File: src/rtl/adder_bist_ctrl_if.sv
`default_nettype none
// ============================================================================
// Module   : adder_bist_ctrl_if
// Purpose  : Bundles the command, adder-facing and status signals of the
//            8-bit adder BIST controller.
//            master : test host and adder model (drives start/abort/seed/
//                     num_vectors and the adder sum, observes everything else)
//            slave  : the BIST controller itself
// Ports    : start, abort, seed[15:0], num_vectors[15:0]   (command)
//            a_out[7:0], b_out[7:0], sum_in[7:0]            (adder side)
//            busy, done, pass, err_count, vec_count,
//            signature, fail_a, fail_b, fail_sum            (status)
// Revision : 1.0 - initial release
// ============================================================================
interface adder_bist_ctrl_if;
    logic        start;
    logic        abort;
    logic [15:0] seed;
    logic [15:0] num_vectors;
    logic [7:0]  a_out;
    logic [7:0]  b_out;
    logic [7:0]  sum_in;
    logic        busy;
    logic        done;
    logic        pass;
    logic [15:0] err_count;
    logic [15:0] vec_count;
    logic [15:0] signature;
    logic [7:0]  fail_a;
    logic [7:0]  fail_b;
    logic [7:0]  fail_sum;

    modport master (
        output start, abort, seed, num_vectors, sum_in,
        input  a_out, b_out, busy, done, pass, err_count, vec_count,
               signature, fail_a, fail_b, fail_sum
    );

    modport slave (
        input  start, abort, seed, num_vectors, sum_in,
        output a_out, b_out, busy, done, pass, err_count, vec_count,
               signature, fail_a, fail_b, fail_sum
    );
endinterface
`default_nettype wire

File: src/rtl/adder_bist_ctrl.sv
`default_nettype none
// ============================================================================
// Module   : adder_bist_ctrl
// Purpose  : Built-in self-test controller for an 8-bit combinational adder.
//            An LFSR produces operand pairs that are registered onto the
//            adder inputs; after SETTLE_CYCLES the adder sum is sampled,
//            compared against a golden add, folded into a MISR, and error
//            status (count, first failing vector) is accumulated.
// Ports    : clk    - system clock, rising edge
//            rst_n  - asynchronous active-low reset
//            bus    - adder_bist_ctrl_if.slave (command, adder, status)
// Revision : 1.0 - initial release
// ============================================================================
module adder_bist_ctrl #(
    parameter int unsigned SETTLE_CYCLES = 1,
    parameter logic [15:0] DEFAULT_SEED  = 16'hACE1
) (
    input wire               clk,
    input wire               rst_n,
    adder_bist_ctrl_if.slave bus
);
    typedef enum logic [2:0] {
        S_IDLE   = 3'd0,
        S_APPLY  = 3'd1,
        S_SETTLE = 3'd2,
        S_CHECK  = 3'd3,
        S_DONE   = 3'd4
    } state_t;

    localparam logic [3:0] c_settle_last = 4'(SETTLE_CYCLES - 1);

    state_t      r_state;
    state_t      w_next_state;
    logic [15:0] r_num_vectors;
    logic [15:0] r_lfsr;
    logic [7:0]  r_a;
    logic [7:0]  r_b;
    logic [3:0]  r_settle_cnt;
    logic [15:0] r_err_count;
    logic [15:0] r_vec_count;
    logic [15:0] r_signature;
    logic [7:0]  r_fail_a;
    logic [7:0]  r_fail_b;
    logic [7:0]  r_fail_sum;
    logic        r_failed;

    logic        w_load;
    logic        w_apply;
    logic        w_check;
    logic [15:0] w_load_seed;
    logic [15:0] w_lfsr_next;
    logic [15:0] w_sig_next;
    logic [15:0] w_vec_inc;
    logic [7:0]  w_golden;
    logic        w_mismatch;

    assign w_load_seed = (bus.seed == 16'd0) ? DEFAULT_SEED : bus.seed;
    assign w_lfsr_next = {r_lfsr[14:0], r_lfsr[15] ^ r_lfsr[13] ^ r_lfsr[12] ^ r_lfsr[10]};
    assign w_sig_next  = {r_signature[14:0],
                          r_signature[15] ^ r_signature[13] ^ r_signature[12] ^ r_signature[10]}
                         ^ {8'h00, bus.sum_in};
    assign w_vec_inc   = r_vec_count + 16'd1;
    // Carry-out is intentionally dropped: the macro under test is 8 bits wide.
    assign w_golden    = r_a + r_b;
    assign w_mismatch  = (bus.sum_in != w_golden);

    // ------------------------------------------------------------------------
    // State register
    // ------------------------------------------------------------------------
    always_ff @(posedge clk or negedge rst_n) begin
        if (!rst_n) begin
            r_state <= S_IDLE;
        end else begin
            r_state <= w_next_state;
        end
    end

    // ------------------------------------------------------------------------
    // Next state and datapath strobes. abort outranks every other transition,
    // and an aborted APPLY/CHECK raises no strobe so all status is frozen.
    // ------------------------------------------------------------------------
    always_comb begin
        w_next_state = r_state;
        w_load       = 1'b0;
        w_apply      = 1'b0;
        w_check      = 1'b0;
        case (r_state)
            S_IDLE, S_DONE: begin
                if (bus.abort) begin
                    w_next_state = S_IDLE;
                end else if (bus.start) begin
                    w_load       = 1'b1;
                    w_next_state = (bus.num_vectors == 16'd0) ? S_DONE : S_APPLY;
                end
            end
            S_APPLY: begin
                if (bus.abort) begin
                    w_next_state = S_IDLE;
                end else begin
                    w_apply      = 1'b1;
                    w_next_state = S_SETTLE;
                end
            end
            S_SETTLE: begin
                if (bus.abort) begin
                    w_next_state = S_IDLE;
                end else if (r_settle_cnt == c_settle_last) begin
                    w_next_state = S_CHECK;
                end
            end
            S_CHECK: begin
                if (bus.abort) begin
                    w_next_state = S_IDLE;
                end else begin
                    w_check      = 1'b1;
                    w_next_state = (w_vec_inc == r_num_vectors) ? S_DONE : S_APPLY;
                end
            end
            default: w_next_state = S_IDLE;
        endcase
    end

    // ------------------------------------------------------------------------
    // Datapath: operand generation, settle timing, checking and status.
    // ------------------------------------------------------------------------
    always_ff @(posedge clk or negedge rst_n) begin
        if (!rst_n) begin
            r_num_vectors <= 16'd0;
            r_lfsr        <= 16'd0;
            r_a           <= 8'd0;
            r_b           <= 8'd0;
            r_settle_cnt  <= 4'd0;
            r_err_count   <= 16'd0;
            r_vec_count   <= 16'd0;
            r_signature   <= 16'd0;
            r_fail_a      <= 8'd0;
            r_fail_b      <= 8'd0;
            r_fail_sum    <= 8'd0;
            r_failed      <= 1'b0;
        end else begin
            // Operands are not cleared on start: they hold the last applied pair.
            if (w_load) begin
                r_num_vectors <= bus.num_vectors;
                r_lfsr        <= w_load_seed;
                r_err_count   <= 16'd0;
                r_vec_count   <= 16'd0;
                r_signature   <= 16'd0;
                r_fail_a      <= 8'd0;
                r_fail_b      <= 8'd0;
                r_fail_sum    <= 8'd0;
                r_failed      <= 1'b0;
            end

            if (w_apply) begin
                r_a          <= r_lfsr[15:8];
                r_b          <= r_lfsr[7:0];
                r_lfsr       <= w_lfsr_next;
                r_settle_cnt <= 4'd0;
            end else if (r_state == S_SETTLE) begin
                r_settle_cnt <= r_settle_cnt + 4'd1;
            end

            if (w_check) begin
                r_signature <= w_sig_next;
                r_vec_count <= w_vec_inc;
                if (w_mismatch) begin
                    if (r_err_count != 16'hFFFF) begin
                        r_err_count <= r_err_count + 16'd1;
                    end
                    if (!r_failed) begin
                        r_failed   <= 1'b1;
                        r_fail_a   <= r_a;
                        r_fail_b   <= r_b;
                        r_fail_sum <= bus.sum_in;
                    end
                end
            end
        end
    end

    assign bus.a_out     = r_a;
    assign bus.b_out     = r_b;
    assign bus.busy      = (r_state == S_APPLY) || (r_state == S_SETTLE) || (r_state == S_CHECK);
    assign bus.done      = (r_state == S_DONE);
    assign bus.pass      = (r_state == S_DONE) && (r_err_count == 16'd0);
    assign bus.err_count = r_err_count;
    assign bus.vec_count = r_vec_count;
    assign bus.signature = r_signature;
    assign bus.fail_a    = r_fail_a;
    assign bus.fail_b    = r_fail_b;
    assign bus.fail_sum  = r_fail_sum;

endmodule
`default_nettype wire

File: src/flat_wrapper.sv
// flat-port wrapper written by rule: the top's interface ports become plain ports
module adder_bist_ctrl_flat 
#(
    parameter int unsigned SETTLE_CYCLES = 1,
    parameter logic [15:0] DEFAULT_SEED  = 16'hACE1
)
  (clk, rst_n, bus_start, bus_abort, bus_seed, bus_num_vectors, bus_sum_in, bus_a_out, bus_b_out, bus_busy, bus_done, bus_pass, bus_err_count, bus_vec_count, bus_signature, bus_fail_a, bus_fail_b, bus_fail_sum);
  adder_bist_ctrl_if bus_i ();
  input wire clk;
  input wire rst_n;
  input wire logic [$bits(bus_i.start)-1:0] bus_start;
  input wire logic [$bits(bus_i.abort)-1:0] bus_abort;
  input wire logic [$bits(bus_i.seed)-1:0] bus_seed;
  input wire logic [$bits(bus_i.num_vectors)-1:0] bus_num_vectors;
  input wire logic [$bits(bus_i.sum_in)-1:0] bus_sum_in;
  output wire logic [$bits(bus_i.a_out)-1:0] bus_a_out;
  output wire logic [$bits(bus_i.b_out)-1:0] bus_b_out;
  output wire logic [$bits(bus_i.busy)-1:0] bus_busy;
  output wire logic [$bits(bus_i.done)-1:0] bus_done;
  output wire logic [$bits(bus_i.pass)-1:0] bus_pass;
  output wire logic [$bits(bus_i.err_count)-1:0] bus_err_count;
  output wire logic [$bits(bus_i.vec_count)-1:0] bus_vec_count;
  output wire logic [$bits(bus_i.signature)-1:0] bus_signature;
  output wire logic [$bits(bus_i.fail_a)-1:0] bus_fail_a;
  output wire logic [$bits(bus_i.fail_b)-1:0] bus_fail_b;
  output wire logic [$bits(bus_i.fail_sum)-1:0] bus_fail_sum;
  assign bus_i.start = bus_start;
  assign bus_i.abort = bus_abort;
  assign bus_i.seed = bus_seed;
  assign bus_i.num_vectors = bus_num_vectors;
  assign bus_i.sum_in = bus_sum_in;
  assign bus_a_out = bus_i.a_out;
  assign bus_b_out = bus_i.b_out;
  assign bus_busy = bus_i.busy;
  assign bus_done = bus_i.done;
  assign bus_pass = bus_i.pass;
  assign bus_err_count = bus_i.err_count;
  assign bus_vec_count = bus_i.vec_count;
  assign bus_signature = bus_i.signature;
  assign bus_fail_a = bus_i.fail_a;
  assign bus_fail_b = bus_i.fail_b;
  assign bus_fail_sum = bus_i.fail_sum;
  adder_bist_ctrl #(.SETTLE_CYCLES(SETTLE_CYCLES), .DEFAULT_SEED(DEFAULT_SEED)) u_core (.clk(clk), .rst_n(rst_n), .bus(bus_i));
endmodule
File: config.mk
export PLATFORM = sky130hd
export DESIGN_NAME = adder_bist_ctrl_flat
export DESIGN_NICKNAME = d
export VERILOG_FILES = /design/src/rtl/adder_bist_ctrl_if.sv /design/src/rtl/adder_bist_ctrl.sv /design/src/flat_wrapper.sv
export SDC_FILE = /design/constraint.sdc
export NUM_CORES = 1
export LEC_CHECK = 0
export CAP_MARGIN = 10
export CORE_ASPECT_RATIO = 1.2
export CORE_MARGIN = 2
export CORE_UTILIZATION = 52
export CTS_CLUSTER_DIAMETER = 150
export DETAILED_ROUTE_END_ITERATION = 8
export PLACE_DENSITY = 0.88
export SETUP_SLACK_MARGIN = 0.05
export SYNTH_ARGS = -nofsm -noshare
export SYNTH_HDL_FRONTEND = slang
export SYNTH_SLANG_ARGS = --single-unit
File: constraint.sdc
create_clock -name clk -period 3.6 [get_ports clk]
set_input_delay 0.54 -clock clk [delete_from_list [all_inputs] [get_ports clk]]
set_output_delay 0.54 -clock clk [all_outputs]
set_load 0.005 [all_outputs]
# [Yosys cells after proc, flatten, opt, wreduce, memory -nomap -nowiden]
# Cells that the tools add are included.
[word_totals] reg_bits=128 input_bits=44 elab_cells=89 output_inout_bits=91
[classes] bitwise=7 add_sub_neg=4 n_reduce_logical=13 mux=43 n_eq_ne=9
[ops] op="2-to-1 mux 16 bit" n=10
[ops] op="2-to-1 mux 8 bit" n=12
[ops] op="zero test 16 bit" n=3
[ops] op="adder 16 x 1 -> 16 bit (second input constant)" n=2
[ops] op="2-to-1 mux 3 bit" n=7
[ops] op="equality test 16 bit" n=1
[ops] op="!= test 16 bit (second input constant)" n=1
[ops] op="XOR 16 x 8 -> 16 bit" n=1
[ops] op="case mux 3 bit (4 select lines)" n=1
[ops] op="2-to-1 mux 1 bit" n=10
[ops] op="adder 8 bit" n=1
[ops] op="2-to-1 mux 4 bit" n=2
[ops] op="!= test 8 bit" n=1
[ops] op="equality test 3 x 2 -> 1 bit (second input constant)" n=2
[ops] op="nonzero test 2 bit" n=3
[ops] op="XOR 1 bit" n=6
[ops] op="adder 4 x 1 -> 4 bit (second input constant)" n=1
[ops] op="zero test 4 bit" n=1
[ops] op="equality test 3 x 1 -> 1 bit (second input constant)" n=1
[ops] op="equality test 3 bit (second input constant)" n=1
[ops] op="zero test 3 bit" n=1
[ops] op="!= test 3 x 2 -> 1 bit (second input constant)" n=1
[ops] op="!= test 3 bit (second input constant)" n=1
[ops] op="logical OR 1 bit" n=2
[ops] op="4 further kinds" n=4

# [Depth between registers and ports, before layout]
[depth] ltp_word=7 mapped_depth=11

# [Worst setup path after synthesis]
# OpenSTA, ideal clock, no wires.
[synth_path] path_kind="flip-flop to flip-flop" start="reg u_core.r_b[0], in the netlist u_core.bus.b_out[0]" end="reg u_core.r_err_count[5], in the netlist u_core.bus.err_count[5]" period_less_slack_ns=2.765 t_required_ns=3.474 arrival_time_ns=2.639 slack_ns=0.835 stages_incl_launch_ff=12 n_path_buf=2 path_cell_list="dfrtp_1 > ha_1 > fa_1 > a21o_1 > a21oi_1 > xnor2_1 > mux2i_1 > and4_4 > buf_2 > buf_2 > nor3_1 > a221o_1"
[synth_between] elab_chain_cells=4
[synth_rtl] element="from (decl)" line="adder_bist_ctrl.sv:37" rtl="logic [7:0] r_b;"
[synth_rtl] element="from (signal assigned)" line="adder_bist_ctrl.sv:156" rtl="r_b <= r_lfsr[7:0];"
[synth_rtl] element="adder 8 bit" line="adder_bist_ctrl.sv:64" rtl="assign w_golden = r_a + r_b;"
[synth_rtl] element="!= test 8 bit" line="adder_bist_ctrl.sv:65" rtl="assign w_mismatch = (bus.sum_in != w_golden);"
[synth_rtl] element="2-to-1 mux 16 bit" line="adder_bist_ctrl.sv:166" rtl="if (w_mismatch) begin"
[synth_rtl] element="2-to-1 mux 16 bit" line="adder_bist_ctrl.sv:163" rtl="if (w_check) begin"
[synth_rtl] element="to (signal assigned)" line="adder_bist_ctrl.sv:168" rtl="r_err_count <= r_err_count + 16'd1;"
[synth_rtl] element="to (decl)" line="adder_bist_ctrl.sv:39" rtl="logic [15:0] r_err_count;"
# No other way between the ends.
# A chain may end at the register's enable or synchronous reset.

# [Worst setup path after layout]
[layout_path] start="reg u_core.r_b[0], in the netlist u_core.bus.b_out[0]" end="reg u_core.r_fail_a[6], in the netlist u_core.bus.fail_a[6]"
[layout_between] elab_chain_cells=4
[layout_rtl] element="adder 8 bit" line="adder_bist_ctrl.sv:64"
[layout_rtl] element="!= test 8 bit" line="adder_bist_ctrl.sv:65"
[layout_rtl] element="2-to-1 mux 8 bit" line="adder_bist_ctrl.sv:166"
[layout_rtl] element="2-to-1 mux 8 bit" line="adder_bist_ctrl.sv:163"
[layout_rtl] element="to (signal assigned)" line="adder_bist_ctrl.sv:172" rtl="r_fail_a <= r_a;"
[layout_rtl] element="to (decl)" line="adder_bist_ctrl.sv:42" rtl="logic [7:0] r_fail_a;"
# No other way between the ends.

==> impl_results.md <==
- Outcome: finished, final reports clean
- Critical Path Start Type: flip-flop
- Net Sw Power: 1.71 mW
- Clk_lat worst skew: 0.43 ns
- Gate power share: 28.8%
- Detailed Place HPWL: 12400 µm
- Routed WL: between 15000 and 20000 µm
- DIE WIDTH: 107 µm
- Htree depth: 4
- Area contributors post-synth: dfrtp_1 (48%), nand2_1 (9.1%), xnor2_1 (5.3%), o21ai_0 (4.4%), mux2i_1 (4.4%)
- Sequential element share of the synthesized area: 48.0%
- Top Ports: 135
- Max-slew violation count: 0
- Slowest stage delay, CP: 0.42 ns
- Initial Util: 52.9%
- CTS Buffer Depth: 2
- Die area: 13800 µm²
- Syn nets: between 700 and 800
- Final setup fails: 0
- Yosys warning total: 0
- Seq cells post-synth: 128
- Area Overhead vs Synth: 30.5%
- Critical path peak fanout: 20
- Post-synth top flop: dfrtp_1
- Part of the power in registers: 39.0%
- Final #Nets: 914
- Reg clk slew, reported paths: 0.06 ns
- # resized after CTS: 0
- Synth top area share: just under 50%
- Post-synth EDFFs: 0
- Power Density: slightly below 600 nW/µm²
- CTS tree: done
- Class of the worst hold path: input port to asynchronous set/reset pin
- Peak VDD IR: 0.000539 V
- Routed Antenna Nets: 0
- Core box area: 12600 µm²
- Share of cells above drive strength 1: between 6 and 7%
- Root buf cell: clkbuf_16
- Crit path top cell by count: mux2i_1
- Yosys cell types: 54
- Hold Buf Count CTS: 0
- Final min period: between 3 and 4 ns
- Worst path cell trace: ha_1 > fa_1 > a21o_1 > a21oi_1 > xnor2_1 > mux2i_1 > and4_4 > or3_1 > buf_4 > mux2i_1
- Global route overflow: 0
- Setup CP Type: flip-flop to flip-flop
- Post-Syn Area: 6670 µm²
- Post-DR wirelength/cell: roughly 17 µm
- Fin crit share: 88.0%
- First-pass iteration count of the detailed router: 5
- Cts bufs inserted: 17
- Vias per cell: around 5.7
- Synth Instances: 729
- Clock power frac: 32.2%
- Most common cell after layout, fill and taps aside: nand2_1
- Max Clock Skew: slightly above 0.008 ns
- Clk sinks: 128
- CP max-delay cell: and4_4
- Vias in the first global route: 5794
- Initial antenna violation count: 0
- ANT cells: 0
- Tot GR Track Use: 26.7%
- DR iter-0 viols: 322
- PortBufs: around 130
- Worst-margin pin slew: 1.01 ns
- Max-Cap Viols: 0
- Hold WS: ~0.15 ns
- Slew HR: 32.4%
- Most frequent cells in the layout: nand2_1 (161), clkdlybuf4s50_1 (133), dfrtp_1 (128)
- Post-synth top area cell: dfrtp_1
- Fmax: approximately 320 MHz
- WP data required: 3.94 ns
- Largest net degree at the start of global routing: 56
- Filler Cells Inserted: 947
- Die span in y: 128 µm
- Ys async rst share: 100%
- Drc violations: 0
- Leak: 4.02 nW
- Arrival time worst endpoint: approximately 3.5 ns
- Global-route wire length before repair: approximately 28000 µm
- Setup TNS: 0 ns
- Switching share of power: 33.5%
- Site Rows: 45
- Pint: 3.39 mW
- Routability cong.: 0.929
- Via count: 5874
- RSZ-0062 raised after global routing: no
- CP Capture Type: flip-flop
- Post CTS Setup Buffer Count: 0
- Endpoints failing hold: 0
- Avg Cell Area, Syn: 9.15 µm²
-- flip-flops by register name, summed over array words and instances (netlist names), 16 cells and up --
name / flops
u_core.bus.err_count: 16
u_core.r_num_vectors: 16
u_core.bus.vec_count: 16
u_core.bus.signature: 16
u_core.r_lfsr: 16
-- power by group through the flow --
stage	Combinational [mW]	Clock, mW	Sequential [mW]
floorplan	0.878	0	1.94
global placement	1.38	0	1.99
detailed placement	1.43	0	2.00
CTS	1.46	1.66	1.98
global route	1.61	1.74	2.02
finish	1.47	1.64	1.99
-- cell usage after synthesis, drive strengths merged (10+ instances only) --
library cell,instances
a21oi,10
buf,15
clkbuf,22
dfrtp,128
ha,12
inv,29
mux2i,29
nand2,162
nand3,46
nand4,10
nor2,34
nor3,15
nor4,16
o21ai,61
xnor2,40
xor2,15
-- metrics by stage --
stage | cell area [µm²] | setup WS (ns) | power [mW] | util, % | std cells
floorplan | 6670 | 0.835 | 2.82 | - | 729
global placement | 8140 | 0.752 | 3.37 | 64.5 | 1002
detailed placement | 8140 | 0.620 | 3.43 | 64.5 | 1002
CTS | 8700 | 0.452 | 5.11 | 69.0 | 1034
global route | 8700 | 0.298 | 5.37 | 69.0 | 1034
finish | 8700 | 0.433 | 5.10 | 69.0 | 1034
-- worst max-delay path: cells and delay by family, from the launching register on --
| kind | cells | cell delay, ns |
|---|---|---|
| flip-flops | 1 | 0.41 |
| adder cells (fa/ha/maj) | 2 | 0.65 |
| buffers and inverters | 1 | 0.26 |
| AO/OA/AOI/OAI | 2 | 0.39 |
| AND/OR/NAND/NOR | 2 | 0.59 |
| multiplexers | 2 | 0.57 |
| XOR/XNOR | 1 | 0.20 |
-- kinds of logic (layout without fill, tap and decap cells) --
kind of cell / after synthesis / after routing / share of synthesized area, %
XOR/XNOR: 55 / 55 / 7.22
flip-flops: 128 / 128 / 48.0
multiplexers: 32 / 32 / 4.86
AND/OR/NAND/NOR: 323 / 323 / 22.6
buffers and inverters: 66 / 207 / 4.28
AO/OA/AOI/OAI: 112 / 112 / 10.4
adder cells (fa/ha/maj): 13 / 13 / 2.55
-- area by class of cell --
| type | instances | area [µm²] | area share, % |
|---|---|---|---|
| multi-input cells | 535 | 3190 | 36.7 |
| inverters | 29 | 109 | 1.25 |
| repair buffers | 146 | 1430 | 16.4 |
| clock buffers | 18 | 429 | 4.93 |
| flip-flops and latches | 128 | 3200 | 36.8 |
| well taps | 164 | 205 | 2.36 |
| clock inverters | 14 | 135 | 1.55 |
-- path summary, 6_finish.rpt --
kind                                startpoint                       to  slack [ns]  cells past startpoint
max                        u_core.bus.b_out[0]     u_core.bus.fail_a[6]        0.43                     10
min                                      rst_n  u_core.bus.vec_count[5]        0.15                      1
max reg2reg                u_core.bus.b_out[0]     u_core.bus.fail_a[6]        0.43                     10
min reg2reg                   u_core.r_lfsr[9]         u_core.r_lfsr[9]        0.47                      2
max in group asynchronous                rst_n      u_core.bus.b_out[6]        2.52                      2
min in group clk              u_core.r_lfsr[9]         u_core.r_lfsr[9]        0.47                      2
-- routing by layer --
layer  routed length (µm)  track usage, %  vias up
met5                    0               0        -
met4                  543            11.3        0
met3                 1150            7.63       44
met2                 9010            45.2      215
met1                 6810            31.7     2845
li1                     -               -     2770
Power figures use the tool's default switching activity.
